$ cat src/rtl/debug_sequencer_pkg.sv
// Shared types and constants for the debug sequencer: FSM states, command codes and widths.
package debug_sequencer_pkg;

   localparam int unsigned CountWidth  = 32;
   localparam int unsigned RegSelWidth = 5;

   typedef enum logic [2:0] {
      StIdle,
      StRun,
      StStep,
      StHalted,
      StDumpAddr,
      StDumpSend,
      StDumpCyc
   } state_e;

   typedef enum logic [1:0] {
      CmdNop  = 2'b00,
      CmdRun  = 2'b01,
      CmdStep = 2'b10,
      CmdDump = 2'b11
   } cmd_e;

   function automatic logic is_pipe_state(state_e s);
      return (s == StRun) || (s == StStep);
   endfunction

endpackage

$ cat src/rtl/debug_sequencer_cycle_counter.sv
// Saturating counter of enabled pipeline cycles; sticks at all-ones instead of wrapping.
module debug_sequencer_cycle_counter
   import debug_sequencer_pkg::*;
(
   input  logic                  clk_i,
   input  logic                  rst_i,
   input  logic                  enable_i,
   output logic [CountWidth-1:0] count_o
);

   logic [CountWidth-1:0] count_q, count_d;

   always_comb begin
      count_d = count_q;
      if (enable_i && (count_q != '1)) begin
         count_d = count_q + 1'b1;
      end
   end

   always_ff @(posedge clk_i) begin
      if (rst_i) begin
         count_q <= '0;
      end else begin
         count_q <= count_d;
      end
   end

   assign count_o = count_q;

endmodule

$ cat src/rtl/debug_sequencer.sv
// Debug sequencer: run/step control of the pipeline and a register-bank dump streamed to a sink.
module debug_sequencer
   import debug_sequencer_pkg::*;
#(
   parameter int unsigned DATA_WIDTH = 32,
   parameter int unsigned NREGS      = 32
) (
   input  logic                   i_clock,
   input  logic                   i_reset,
   input  logic                   i_cmd_valid,
   input  logic [1:0]             i_cmd,
   output logic                   o_cmd_ready,
   input  logic                   i_halt,
   output logic                   o_pipe_enable,
   output logic                   o_dbg_select,
   output logic [RegSelWidth-1:0] o_dbg_reg_sel,
   input  logic [DATA_WIDTH-1:0]  i_dbg_regdata,
   output logic [DATA_WIDTH-1:0]  o_tx_data,
   output logic                   o_tx_valid,
   input  logic                   i_tx_ready,
   output logic [CountWidth-1:0]  o_cycle_count,
   output logic                   o_halted,
   input  logic [RegSelWidth-1:0] i_instr_rs,   // instruction[25:21] from decode
   output logic [RegSelWidth-1:0] o_rs_addr
);

   localparam logic [RegSelWidth-1:0] LastIdx = RegSelWidth'(NREGS - 1);

   state_e                  state_q, state_d;
   state_e                  ret_q, ret_d;
   logic [RegSelWidth-1:0]  index_q, index_d;
   logic [DATA_WIDTH-1:0]   tx_data_q, tx_data_d;
   logic                    pipe_en_q;
   cmd_e                    cmd;
   logic                    cmd_fire;
   logic                    tx_fire;

   assign cmd      = cmd_e'(i_cmd);
   assign cmd_fire = i_cmd_valid && o_cmd_ready;
   assign tx_fire  = o_tx_valid && i_tx_ready;

   always_comb begin
      state_d   = state_q;
      ret_d     = ret_q;
      index_d   = index_q;
      tx_data_d = tx_data_q;
      case (state_q)
         StIdle: begin
            if (cmd_fire) begin
               unique case (cmd)
                  CmdRun:  state_d = StRun;
                  CmdStep: state_d = StStep;
                  CmdDump: begin
                     state_d = StDumpAddr;
                     ret_d   = StIdle;
                     index_d = '0;
                  end
                  CmdNop:  state_d = StIdle;
               endcase
            end
         end
         StHalted: begin
            // Run and step are swallowed here; only a dump leaves HALTED.
            if (cmd_fire && (cmd == CmdDump)) begin
               state_d = StDumpAddr;
               ret_d   = StHalted;
               index_d = '0;
            end
         end
         StRun: begin
            if (i_halt) begin
               state_d = StHalted;
            end
         end
         StStep: begin
            state_d = i_halt ? StHalted : StIdle;
         end
         StDumpAddr: begin
            tx_data_d = i_dbg_regdata;
            state_d   = StDumpSend;
         end
         StDumpSend: begin
            if (tx_fire) begin
               if (index_q == LastIdx) begin
                  tx_data_d = DATA_WIDTH'(o_cycle_count);
                  state_d   = StDumpCyc;
               end else begin
                  index_d = index_q + 1'b1;
                  state_d = StDumpAddr;
               end
            end
         end
         StDumpCyc: begin
            if (tx_fire) begin
               state_d = ret_q;
            end
         end
         default: state_d = StIdle;
      endcase
   end

   always_ff @(posedge i_clock) begin
      if (i_reset) begin
         state_q   <= StIdle;
         ret_q     <= StIdle;
         index_q   <= '0;
         tx_data_q <= '0;
         pipe_en_q <= 1'b0;
      end else begin
         state_q   <= state_d;
         ret_q     <= ret_d;
         index_q   <= index_d;
         tx_data_q <= tx_data_d;
         pipe_en_q <= is_pipe_state(state_d);
      end
   end

   assign o_cmd_ready   = (state_q == StIdle) || (state_q == StHalted);
   assign o_pipe_enable = pipe_en_q;
   assign o_halted      = (state_q == StHalted);
   assign o_dbg_select  = (state_q == StDumpAddr) || (state_q == StDumpSend);
   assign o_dbg_reg_sel = index_q;
   assign o_tx_valid    = (state_q == StDumpSend) || (state_q == StDumpCyc);
   assign o_tx_data     = tx_data_q;
   assign o_rs_addr     = o_dbg_select ? o_dbg_reg_sel : i_instr_rs;

   debug_sequencer_cycle_counter u_cycle_counter (
      .clk_i    (i_clock),
      .rst_i    (i_reset),
      .enable_i (o_pipe_enable),
      .count_o  (o_cycle_count)
   );

endmodule

$ cat config.mk
export PLATFORM = sky130hd
export DESIGN_NAME = debug_sequencer
export DESIGN_NICKNAME = d
export VERILOG_FILES = /design/src/rtl/debug_sequencer_pkg.sv /design/src/rtl/debug_sequencer_cycle_counter.sv /design/src/rtl/debug_sequencer.sv
export SDC_FILE = /design/constraint.sdc
export NUM_CORES = 1
export LEC_CHECK = 0
export CORE_ASPECT_RATIO = 0.9
export CORE_MARGIN = 2
export CORE_UTILIZATION = 46
export CTS_CLUSTER_DIAMETER = 80
export DETAILED_ROUTE_END_ITERATION = 6
export GPL_TIMING_DRIVEN = 0
export PLACE_DENSITY = 0.85
export SYNTH_ARGS = -nofsm -noshare
export SYNTH_HDL_FRONTEND = slang
export SYNTH_HIERARCHICAL = 1
export SYNTH_SLANG_ARGS = --single-unit
$ cat constraint.sdc
create_clock -name i_clock -period 2.8 [get_ports i_clock]
set_input_delay 0.7 -clock i_clock [delete_from_list [all_inputs] [get_ports i_clock]]
set_output_delay 0.7 -clock i_clock [all_outputs]
set_load 0.03 [all_outputs]
Yosys cells after proc, flatten, opt, wreduce, memory -nomap -nowiden
Cells that the tools add are included.

operators by class
  reduce and logical (&&, ||, !) cells = 16
  $add $sub $neg = 2
  mux-type cells = 23
  equal/unequal tests = 19

operator list
  kind                                            number
  2-to-1 mux 32 bit                               2
  case mux 32 bit (2 select lines)                1
  adder 32 x 1 -> 32 bit (second input constant)  1
  != test 32 bit (second input constant)          1
  2-to-1 mux 5 bit                                6
  2-to-1 mux 3 bit                                8
  case mux 3 bit (7 select lines)                 1
  case mux 5 bit (3 select lines)                 1
  case mux 3 bit (4 select lines)                 1
  != test 2 bit (second input constant)           5
  == test 3 x 2 -> 1 bit (second input constant)  3
  == test 3 bit (second input constant)           3
  == test 3 x 1 -> 1 bit (second input constant)  2
  case mux 3 bit (2 select lines)                 1
  AND reduction 6 bit                             1
  adder 5 x 1 -> 5 bit (second input constant)    1
  == test 5 bit (second input constant)           1
  == test 2 bit (second input constant)           2
  logical AND 1 bit                               4
  logical OR 1 bit                                4
  2-to-1 mux 2 bit                                2
  AND reduction 4 bit                             1
  nonzero test 2 bit                              2
  zero test 3 bit                                 1
  other kinds (5)                                 5

storage, ports and cells
  output and inout port bits = 79
  bits of input ports = 44
  flip-flop bits (word level) = 76
  word-level logic and storage cells = 66

Longest topological paths before layout
  word-level depth = 8
  mapped depth = 9
  mapped depth without buffers = 8

Cells and area by module
The synthesis kept the hierarchy.

modules (own cells, without submodules)
  module                         cells an instance  times used  sequential area each (sq um)  area each (sq um)
  debug_sequencer                239                1           840.8                         1979.4
  debug_sequencer_cycle_counter  199                1           640.6                         1674.1

Least setup slack after synthesis
OpenSTA, ideal clock, no wires.

  kind = register -> register
  start point = register u_cycle_counter.count_q[13] (netlist: u_cycle_counter/count_o[13])
  end point = register u_cycle_counter.count_q[30] (netlist: u_cycle_counter/count_o[30])
  period minus slack after synthesis = 2.371 ns
  cell stages (with the launch flop) = 7
  buffers on the path = 1
  setup time = 0.070 ns
  arrival time = 2.300 ns
  required time = 2.730 ns
  slack = 0.429 ns
  cell sequence = dfxtp_1 nand3_1 or3_1 clkbuf_1 or3_4 or4_1 a21oi_1

between the ends
  word-level cells in the longest chain between the ends = 2
  elaborated cells on any way between the ends = 3
  classes of those cells = 1 x add/sub; 1 x eq/ne; 1 x reduce/logical

RTL lines
  what                                                            line                                 text
  start: declaration                                              debug_sequencer_cycle_counter.sv:11  logic [CountWidth-1:0] count_q, count_d;
  start signal: assignment                                        debug_sequencer_cycle_counter.sv:24  count_q <= count_d;
  branches (longest 2 deep; another with adder 32 x 1 -> 32 bit)  --

Parallel ways; which one is timed is not known.
A chain may end at the register's enable or synchronous reset.

Final worst setup path
  start point = register u_cycle_counter.count_q[13] (netlist: u_cycle_counter/count_o[13])
  end point = register u_cycle_counter.count_q[21] (netlist: u_cycle_counter/count_o[21])

Same word-level chain as after synthesis.

==> qor.csv <==
metric,value,unit
clock_skew,0.00901,ns
synth_top_area_frac,0.405,
rsz0062_at_grt,no,
worstSkewPairLatency,0.36,ns
place.gp.congestion,0.884,
p_per_area,562,nW/um^2
antenna_found_initial,0,
synth_area_leader_cell,dfxtp_1,
cts_setup_buffers,0,
synth_xor_area_frac,0.0288,
synth_fp_nets,485,
power.leakage,1.75,nW
die_w,97.9,um
finalCritPeriodShare,0.950,
core,7620,um^2
die_h,88.5,um
worstSetupStartpointType,flop,
finalNetCount,617,
ant_nets,0,
synth_top_cells_by_area,"dfxtp_1 41%, a21oi_1 7.8%, o221ai_1 7.7%",
grt_use_total,0.265,
synthCells,438,
clk_pin_slew,0.08,ns
worstSetupPathType,reg -> reg,
dieArea,8670,um^2
synth_top_family_by_area,simple AND/OR/NAND/NOR gates,
synth_top_cells_by_count,"74 x dfxtp_1, 63 x nand2_1, 57 x a21oi_1",
ys_warn_count,6,
synth.cell_area,3650,um^2
row_count,30,
grt_max_degree,13,
hold_violations,0,
grt_pass1_vias,3909,
fill_cells,597,
io_pins,123,
crit_path_end_kind,flop,
hold_path_class,reg -> reg,
vias,4091,
cts_max_path_buffers,2,
cts_tree,done,
arrival,2.91,ns
grt_pass1_wl,18500,um
status,"complete, no violations",
drc,0,
async_flop_share,0,
finalSetupTns,0,ns
seq_area_frac_synth,0.405,
dp_hpwl,8180,um
yosysMostFrequentCell,dfxtp_1,
synthSimpleGateAreaFrac,0.259,
hold_buffers,0,
dr.pass1.iters,5,
ys_ff_latch,74,
port_buffers,121,
min_period,2.66,ns
tightestPinTransition,0.646,ns
diodes,0,
numCtsBuffers,9,
ir_worst_vdd,0.279,mV
grt_overflow,0,
fmax,0.376,GHz
synthMuxAreaShare,0.00890,
synth.avg_cell_area,8.34,um^2
post_drt_via_cell_ratio,6.10,
wl_per_cell,17.2,um
synth_edf_count,0,
path_max_fanout,10,
yosysUniqueCellTypes,57,
drt_wl_total,11600,um
synth_compound_area_frac,0.242,
holdWs,0.453,ns
cap_violations,0,
synthFlopType,dfxtp_1,
syn_to_final_growth,43.5,%
htreeDepth,3,
slew_headroom,0.566,
cts_root_buf,clkbuf_8,
start_util,0.479,
required,3.05,ns
drt_iter0_markers,298,
finalSetupViolations,0,
slew_violations,0,
cts.sinks,74,
yosys.area_share.adder,0.0103,
drive_above_1_share,0.0870,
worst paths after layout:
check,startpoint,slack (ns),to,cells after the start
hold / removal,o_tx_data[7],0.45,o_tx_data[7],2
setup reg to reg,u_cycle_counter/count_o[13],0.14,u_cycle_counter/count_o[21],7
hold reg to reg,o_tx_data[7],0.45,o_tx_data[7],2
setup / recovery,u_cycle_counter/count_o[13],0.14,u_cycle_counter/count_o[21],7
power breakdown:
part           internal, mW  switching, mW  leakage (nW)
clock                 0.587          0.396         0.120
combinational         0.316          0.467          1.04
sequential             1.11         0.0639         0.598
cell type report:
class / instances / area, um^2 / share of cell area
inverter: 8 / 30.0 / 0.00573
timing repair buffer: 121 / 1230 / 0.234
sequential: 74 / 1480 / 0.283
buffer: 31 / 140 / 0.0267
tap: 96 / 120 / 0.0229
clock inverter: 6 / 105 / 0.0201
multi-input combinational: 325 / 2010 / 0.384
clock buffer: 10 / 128 / 0.0243
metal layers:
metal | global-route usage | part of all wire | routed length, um | vias up
met4 | 0.0960 | 0.019 | 216 | 0
met3 | 0.0727 | 0.078 | 908 | 27
met5 | 0 | 0 | 0 | -
li1 | - | - | - | 1915
met1 | 0.319 | 0.40 | 4620 | 1954
met2 | 0.460 | 0.50 | 5830 | 195
per-stage QoR:
step	cell area [um^2]	total power, mW	std cells	setup slack, ns	util
floorplan	3650	1.66	438	0.429	-
global placement	4980	1.95	655	0.179	0.654
detailed placement	4980	1.98	655	0.163	0.654
CTS	5220	2.95	671	0.0463	0.685
global route	5240	3.07	671	0.000135	0.688
finish	5240	2.95	671	0.141	0.688
state kept, by name, summed over array words and instances (netlist names):
register                 cells
o_pipe_enable                1
ret_q                        1
u_cycle_counter/count_o     32
o_dbg_reg_sel                5
state_q                      3
o_tx_data                   32
cells in the final DEF, fill, tap and decap left out, types with 9 or more instances in the layout:
cell	synthesis	layout
a21oi_1	57	57
or4_1	12	12
clkbuf_1	15	16
or3_1	10	10
nand3_1	15	15
dfxtp_1	74	74
nand4_1	11	11
o21ai_0	12	12
o221ai_1	32	32
buf_2	14	13
clkdlybuf4s50_1	0	115
clkbuf_8	0	9
o31ai_1	13	13
nor2_1	24	24
nand2_1	63	63
repair_timing:
action / in CTS / in global routing
setup endpoints to repair: 0 / 18
endpoints found under the hold margin: 0 / 0
gates resized for setup: 0 / 8
logic make-up (layout without fill, tap and decap cells):
family,after synthesis,count (layout)
buf+inv,39,176
simple gates,176,176
compound gates,131,131
fa+ha+maj,3,3
xor+xnor,12,12
flops,74,74
mux,3,3
critical path: stages, from the launching register on:
cell and delay, ns:
dfxtp_1 0.46, nand3_1 0.21, or3_1 0.38, clkbuf_1 0.28, nor4_2 0.37, clkbuf_1 0.39, nor3b_1 0.13, mux2_1 0.33
Power figures use the tool's default switching activity.
